<file path="config.mk">
export PLATFORM = sky130hd
export DESIGN_NAME = me_frame_scheduler
export DESIGN_NICKNAME = d
export VERILOG_FILES = /design/src/rtl/me_frame_scheduler.sv
export SDC_FILE = /design/constraint.sdc
export NUM_CORES = 1
export LEC_CHECK = 0
export CAP_MARGIN = 10
export CORE_MARGIN = 4
export CORE_UTILIZATION = 25
export DETAILED_ROUTE_END_ITERATION = 6
export PLACE_DENSITY = 0.54
export SETUP_SLACK_MARGIN = 0.2
export SLEW_MARGIN = 20
export SYNTH_ARGS = -nofsm -noshare
export SYNTH_HDL_FRONTEND = slang
export SYNTH_SLANG_ARGS = --single-unit
export TNS_END_PERCENT = 10
</file>
<file path="constraint.sdc">
create_clock -name clk -period 2.75 [get_ports clk]
set_clock_uncertainty 0.05 [all_clocks]
set_input_delay 0.55 -clock clk [delete_from_list [all_inputs] [get_ports clk]]
set_output_delay 0.55 -clock clk [all_outputs]
set_load 0.02 [all_outputs]
</file>
<file path="src/rtl/me_frame_scheduler.sv">
// Frame-level controller for the ME core.
// Walks a frame of 8x8 blocks in raster order and gates the core enable.
// Captures one (MSAD, column, row) result per block into a 2-entry FIFO,
// tags each result with its block coordinates and keeps a saturating frame SAD.
//
// Handshake: a result moves downstream on every rising edge where
// mv_valid_o && mv_ready_i. mv_valid_o never depends on mv_ready_i.
// While mv_valid_o is high and mv_ready_i is low, the mv_* payload holds steady.
module me_frame_scheduler #(
  parameter int FRAME_W_BLK   = 4,
  parameter int FRAME_H_BLK   = 4,
  parameter int SAD_BIT_WIDTH = 14,
  parameter int FSAD_W        = 24
) (
  input  logic                     clk,
  input  logic                     rst,
  input  logic                     start_i,
  input  logic                     abort_i,
  output logic                     busy_o,
  output logic                     done_o,
  output logic                     me_en_o,
  input  logic                     me_valid_i,
  input  logic [SAD_BIT_WIDTH-1:0] me_msad_i,
  input  logic [4:0]               me_col_i,
  input  logic [4:0]               me_row_i,
  output logic                     mv_valid_o,
  input  logic                     mv_ready_i,
  output logic [7:0]               mv_blk_x_o,
  output logic [7:0]               mv_blk_y_o,
  output logic [4:0]               mv_col_o,
  output logic [4:0]               mv_row_o,
  output logic [SAD_BIT_WIDTH-1:0] mv_sad_o,
  output logic [FSAD_W-1:0]        frame_sad_o,
  output logic                     overflow_o,
  output logic [1:0]               dbg_state_o
);

  localparam int NBLK = FRAME_W_BLK * FRAME_H_BLK;
  localparam int EW   = 8 + 8 + 5 + 5 + SAD_BIT_WIDTH;

  typedef enum logic [1:0] {
    IDLE  = 2'd0,
    RUN   = 2'd1,
    DRAIN = 2'd2,
    DONE  = 2'd3
  } state_t;

  state_t                r_state;
  logic [15:0]           r_cap_cnt;
  logic [7:0]            r_blk_x;
  logic [7:0]            r_blk_y;
  logic [FSAD_W-1:0]     r_frame_sad;
  logic                  r_overflow;

  logic [EW-1:0]         r_mem [2];
  logic                  r_wr_ptr;
  logic                  r_rd_ptr;
  logic [1:0]            r_count;

  logic                  w_cap;
  logic                  w_full;
  logic                  w_pop;
  logic                  w_push;
  logic                  w_drop;
  logic                  w_flush;
  logic [EW-1:0]         w_entry;
  logic [EW-1:0]         w_head;
  logic [FSAD_W:0]       w_sum;
  logic [FSAD_W-1:0]     w_sad_next;

  // A capture only happens in RUN; abort takes priority and discards it.
  assign w_cap   = me_valid_i && (r_state == RUN) && !abort_i;
  assign w_full  = (r_count == 2'd2);
  assign w_pop   = (r_count != 2'd0) && mv_ready_i;
  // A full FIFO still accepts a capture when the head leaves in the same cycle.
  assign w_push  = w_cap && (!w_full || w_pop);
  assign w_drop  = w_cap && w_full && !w_pop;
  assign w_flush = abort_i && (r_state != IDLE);
  assign w_entry = {r_blk_x, r_blk_y, me_col_i, me_row_i, me_msad_i};

  // Frame SAD with one guard bit; a carry out clamps to all-ones.
  assign w_sum      = {1'b0, r_frame_sad} + {{(FSAD_W + 1 - SAD_BIT_WIDTH){1'b0}}, me_msad_i};
  assign w_sad_next = w_sum[FSAD_W] ? {FSAD_W{1'b1}} : w_sum[FSAD_W-1:0];

  // Frame control FSM together with block counters, frame SAD and overflow flag.
  always_ff @(posedge clk) begin
    if (rst) begin
      r_state     <= IDLE;
      r_cap_cnt   <= '0;
      r_blk_x     <= '0;
      r_blk_y     <= '0;
      r_frame_sad <= '0;
      r_overflow  <= 1'b0;
    end else if (w_flush) begin
      // Abandon the frame; frame SAD and overflow keep their values for inspection.
      r_state   <= IDLE;
      r_cap_cnt <= '0;
      r_blk_x   <= '0;
      r_blk_y   <= '0;
    end else begin
      case (r_state)
        IDLE: begin
          if (start_i) begin
            r_state     <= RUN;
            r_cap_cnt   <= '0;
            r_blk_x     <= '0;
            r_blk_y     <= '0;
            r_frame_sad <= '0;
            r_overflow  <= 1'b0;
          end
        end
        RUN: begin
          if (w_cap) begin
            r_frame_sad <= w_sad_next;
            r_cap_cnt   <= r_cap_cnt + 16'd1;
            if (w_drop) r_overflow <= 1'b1;
            if (r_blk_x == 8'(FRAME_W_BLK - 1)) begin
              r_blk_x <= '0;
              r_blk_y <= r_blk_y + 8'd1;
            end else begin
              r_blk_x <= r_blk_x + 8'd1;
            end
            if (r_cap_cnt == 16'(NBLK - 1)) r_state <= DRAIN;
          end
        end
        DRAIN: begin
          if (r_count == 2'd0) r_state <= DONE;
        end
        DONE: begin
          r_state <= IDLE;
        end
        default: r_state <= IDLE;
      endcase
    end
  end

  // Two-entry result FIFO; contents are cleared on reset so mv_* read 0.
  always_ff @(posedge clk) begin
    if (rst) begin
      r_mem[0] <= '0;
      r_mem[1] <= '0;
      r_wr_ptr <= 1'b0;
      r_rd_ptr <= 1'b0;
      r_count  <= '0;
    end else if (w_flush) begin
      r_wr_ptr <= 1'b0;
      r_rd_ptr <= 1'b0;
      r_count  <= '0;
    end else begin
      if (w_push) begin
        r_mem[r_wr_ptr] <= w_entry;
        r_wr_ptr        <= ~r_wr_ptr;
      end
      if (w_pop) r_rd_ptr <= ~r_rd_ptr;
      r_count <= r_count + {1'b0, w_push} - {1'b0, w_pop};
    end
  end

  assign w_head = r_mem[r_rd_ptr];

  assign busy_o      = (r_state != IDLE);
  assign done_o      = (r_state == DONE);
  assign me_en_o     = (r_state == RUN) && (r_count < 2'd2) && !abort_i;
  assign mv_valid_o  = (r_count != 2'd0);
  assign mv_blk_x_o  = w_head[EW-1 -: 8];
  assign mv_blk_y_o  = w_head[EW-9 -: 8];
  assign mv_col_o    = w_head[SAD_BIT_WIDTH+9 -: 5];
  assign mv_row_o    = w_head[SAD_BIT_WIDTH+4 -: 5];
  assign mv_sad_o    = w_head[SAD_BIT_WIDTH-1:0];
  assign frame_sad_o = r_frame_sad;
  assign overflow_o  = r_overflow;
  assign dbg_state_o = r_state;

endmodule

</file>
== Word-level counts from Yosys, hierarchy flattened ==
Memories as Yosys holds them, arrays and structs flattened. A register that Yosys moved wholly into a read port is not among the register bits.
Index checks and enable logic that the tools add are counted.

* $add $sub $neg: 6
* Order comparisons: 1
* Equal/unequal tests: 12
* Mux-type cells: 34
* Bitwise gates (word level): 3
* Reductions and logical operators: 25

{| class="wikitable"
|+ Operators with widths
! kind !! count
|-
| 24-bit 2-to-1 mux || 3
|-
| 24-bit case mux with 2 select lines || 1
|-
| 40-bit 2-to-1 mux || 1
|-
| 8-bit 2-to-1 mux || 5
|-
| 40-bit OR reduction || 1
|-
| 16-bit 2-to-1 mux || 2
|-
| 16-bit case mux with 2 select lines || 1
|-
| 8-bit case mux with 2 select lines || 2
|-
| 24-bit by 14-bit adder with 25-bit output || 1
|-
| 16-bit by 1-bit adder with 16-bit output, second input constant || 1
|-
| 8-bit by 1-bit adder with 8-bit output, second input constant || 2
|-
| 16-bit by 4-bit equality test with 1-bit output, second input constant || 1
|-
| 1-bit 2-to-1 mux || 13
|-
| 4-bit AND reduction || 3
|-
| 1-bit logical AND || 9
|-
| 8-bit by 2-bit equality test with 1-bit output, second input constant || 1
|-
| 2-bit 2-to-1 mux || 4
|-
| 2-bit inequality test, second input constant || 4
|-
| 2-bit case mux with 4 select lines || 1
|-
| 2-bit equality test, second input constant || 3
|-
| 2-bit nonzero test || 3
|-
| 5-bit AND reduction || 1
|-
| 2-bit logical NOT || 2
|-
| 2-bit by 1-bit inequality test with 1-bit output, second input constant || 2
|-
| 10 further kinds || 14
|}

* Register bits: 63
* Memory bits (writable): 80
* Input port bits: 30
* Output and inout bits: 71
* Memories kept: 1

{| class="wikitable"
|+ Memory list
! memory !! depth !! bits a word !! read ports !! clocked after memory_dff !! wr ports !! RTL line !! RTL
|-
| r_mem || 2 || 40 || 1 || 1 || 2 || 55 || <nowiki>logic [EW-1:0] r_mem [2];</nowiki>
|}

== Logic depth before layout (Yosys ltp) ==
* Word-level depth: 10
* Mapped depth: 12
* Gate-level depth less buffers: 11

== Least setup slack after synthesis ==
No wires, ideal clock.

* Kind: register -> register
* Start: register r_state[0], in the netlist dbg_state_o[0]
* End: memory r_mem[0][0] (netlist bit), enable pin
* Setup time: 0.379 ns
* Arrival: 2.226 ns
* Data required time: 2.321 ns
* Path slack: 0.094 ns
* Cell stages (with the launch flop): 8
* Clock period less this slack: 2.656 ns
* Cells stage by stage: dfxtp_1 > ha_1 > buf_2 > inv_1 > nor3_1 > inv_1 > nor3_1 > or2_2

{| class="wikitable"
|+ RTL lines
! item !! RTL line !! RTL
|-
| from (decl) || 48 || <nowiki>state_t r_state;</nowiki>
|-
| from (signal assigned) || 88 || <nowiki>r_state <= IDLE;</nowiki>
|-
| from (signal assigned) || 96 || <nowiki>r_state <= IDLE;</nowiki>
|-
| from (signal assigned) || 104 || <nowiki>r_state <= RUN;</nowiki>
|-
| to (decl) || 55 ||
|}

==> results.sh <==
export IMPL_pre_cts_slack_ns=-0.392
export IMPL_syn_nets=709
export IMPL_place_congestion=0.808
export IMPL_viasPerCell=4.36
export IMPL_fp_dieArea_sq_um=31000
export IMPL_area_growth_pct=38.8
export IMPL_n_antenna_cell=0
export IMPL_cp_required_ns=2.15
export IMPL_fmax_mhz=392
export IMPL_portBuffers=100
export IMPL_crit_type="flip-flop to primary output"
export IMPL_syn_inst=654
export IMPL_hold_viol_final=0
export IMPL_synth_area_leader_cell="edfxtp_1"
export IMPL_grt_overflow=0
export IMPL_synthDistinctLibCells=52
export IMPL_start_util=0.253
export IMPL_p_leak_uw=0.00383
export IMPL_cts_made_buffers=17
export IMPL_relSlewSlack=0.522
export IMPL_vias=5290
export IMPL_grt_total_usage=0.116
export IMPL_hpwl_mm=12.6
export IMPL_clk_pin_slew_worst_paths_ns=0.06
export IMPL_io_pins=101
export IMPL_setup_ws_ns=0.197
export IMPL_setup_viol=0
export IMPL_core_sq_um=27900
export IMPL_ys_seq_area_frac=0.522
export IMPL_synth_seq_cells=144
export IMPL_p_int_uw=4990
export IMPL_die_x_um=176
export IMPL_min_path_type="flip-flop to flip-flop"
export IMPL_cp_max_fo=40
export IMPL_drc=0
export IMPL_finalMaxSlewViolations=0
export IMPL_grt_pass1_vias=5306
export IMPL_clk_latency_ns=0.42
export IMPL_synth_top_cell_area_share=0.340
export IMPL_routedWlPerCell_um=14.7
export IMPL_p_sw_uw=2310
export IMPL_ant_nets=0
export IMPL_synthTopCellsByArea="edfxtp_1, dfxtp_1, and2_1, mux2_2, ha_1"
export IMPL_cts_root_buf="clkbuf_16"
export IMPL_power_frac_comb=0.345
export IMPL_fin_crit_sh=0.928
export IMPL_reg2reg_slack_ns=0.39
export IMPL_seq_power_share=0.348
export IMPL_status="finished clean"
export IMPL_tightestPinTransition_ns=0.716
export IMPL_die_h_um=176
export IMPL_design_area_sq_um=9800
export IMPL_max_vdd_ir_drop_uv=405
export IMPL_swShare=0.317
export IMPL_arrival_ns=1.95
export IMPL_wl_mm=17.8
export IMPL_yosys_top_cells_count="and2_1, edfxtp_1, dfxtp_1, nor2_1, mux2_2"
export IMPL_period_needed_ns=2.55
export IMPL_synth_most_common_cell="and2_1"
export IMPL_power_density_nw_per_um2=745
export IMPL_first_iter_violations=237
export IMPL_synth_ff_type="edfxtp_1"
export IMPL_async_reset_ff_frac=0
export IMPL_grt_setup_unrepaired="true"
export IMPL_cts_htree_levels=4
export IMPL_layout_nets=877
export IMPL_drtPass1Iterations=4
export IMPL_p_clk_frac=0.307
export IMPL_num_rows=61
export IMPL_clock_sinks=144
export IMPL_grt_first_pass_wirelength_mm=28.5
export IMPL_maxCapViolCount=0
export IMPL_drive_gt1_frac=0.211
export IMPL_critPathLaunchType="flip-flop"
export IMPL_yosys_warnings=0
export IMPL_cts_buffer_depth=2
export IMPL_crit_path_end_kind="primary output"
export IMPL_synth_edf_count=80
export IMPL_grt_max_degree=41
export IMPL_synth_avg_cell_area_sq_um=10.8
export IMPL_postPlaceCellArea_sq_um=9060
export IMPL_netlist_area_sq_um=7060
export IMPL_antenna_found_initial=0
export IMPL_tritoncts="built"
==> critical path, cell delays in order, from the launching register on <==
cell and delay, ns:
dfxtp_2 0.34, buf_12 0.22, mux2_2 0.37, clkdlybuf4s50_1 0.57
==> metrics by stage <==
step / std cells / TNS (ns) / utilization / hold slack, ns / total power, uW
2_1_floorplan: 654 / 0 / - / 0.401 / 3920
3_3_place_gp: 1179 / -6.96 / 0.325 / 0.420 / 5040
3_5_place_dp: 1179 / -7.70 / 0.325 / 0.423 / 5050
4_1_cts: 1211 / 0 / 0.347 / 0.434 / 7340
5_1_grt: 1213 / 0 / 0.352 / 0.457 / 7690
6_report: 1213 / 0 / 0.352 / 0.432 / 7300
==> flip-flops by register name, summed over array words and instances, names as in the netlist, named ones only <==
signal	count
r_blk_y	8
r_wr_ptr	1
r_rd_ptr	1
frame_sad_o	24
dbg_state_o	2
overflow_o	1
r_count	2
r_blk_x	8
r_cap_cnt	16
r_mem	80
==> power groups by stage <==
stage	combinational [uW]	clock [uW]	sequential, uW
after CTS	2500	2310	2530
final	2520	2240	2540
after global placement	2470	0	2570
after floorplan	1310	0	2610
after global routing	2730	2400	2560
after detailed placement	2470	0	2580
==> final timing paths <==
path,startpoint,end,cells past startpoint
worst max-delay path,flip-flop,mv_sad_o[11],3
worst min-delay path,r_cap_cnt[1],r_cap_cnt[1],2
worst max register to register,dbg_state_o[1],r_mem[0][15],9
worst min register to register,r_cap_cnt[1],r_cap_cnt[1],2
==> metal layers <==
metal | track usage | vias up | routed length, um
met5 | 0 | - | 0
met4 | 0.0322 | 0 | 233
met3 | 0.0306 | 18 | 827
met2 | 0.202 | 86 | 8770
met1 | 0.143 | 2504 | 7970
li1 | - | 2682 | -
==> final cells by class <==
class                           instances  area (sq um)
Clock inverter                          8          76.3
Clock buffer                           24           503
Inverter                               12          45.0
Sequential cell                       144          3680
Tap cell                              378           473
Multi-Input combinational cell        472          3360
Fill cell                            2789         18100
Timing Repair Buffer                  175          1660
==> cells by family (layout without fill, tap and decap cells) <==
| group | after synthesis | count (layout) | share of synthesized area |
|---|---|---|---|
| xor gates and xnor gates | 35 | 35 | 0.0434 |
| muxes | 45 | 45 | 0.0711 |
| buffers and inverters | 38 | 219 | 0.0220 |
| AOI/OAI and AO/OA | 116 | 116 | 0.109 |
| and+or+nand+nor | 251 | 251 | 0.187 |
| DFF | 144 | 144 | 0.522 |
| adders and majority gates | 25 | 25 | 0.0454 |
==> cell usage in the layout, fill, tap and decap left out, types with 12 or more instances in the layout <==
cell type and instances:
a21o_1 17, buf_4 67, clkdlybuf4s50_1 93, mux2_2 41
nand2_1 31, dfxtp_1 63, clkbuf_16 18, nand3_1 23
xor2_1 22, edfxtp_1 80, inv_1 12, a21oi_1 31
o21ai_0 22, and2_1 85, nor2_1 53, xnor2_1 13
ha_1 17
==> timing repair <==
item,4_1_cts,5_1_grt
hold buffers,0,0
buffers inserted,0,2
resized for setup,11,22
gates cloned,0,0
pin swaps,3,13
endpoints found under the hold margin,0,0
endpoints found under the setup margin,59,67
No activity file was read; power rests on OpenSTA's default activity.
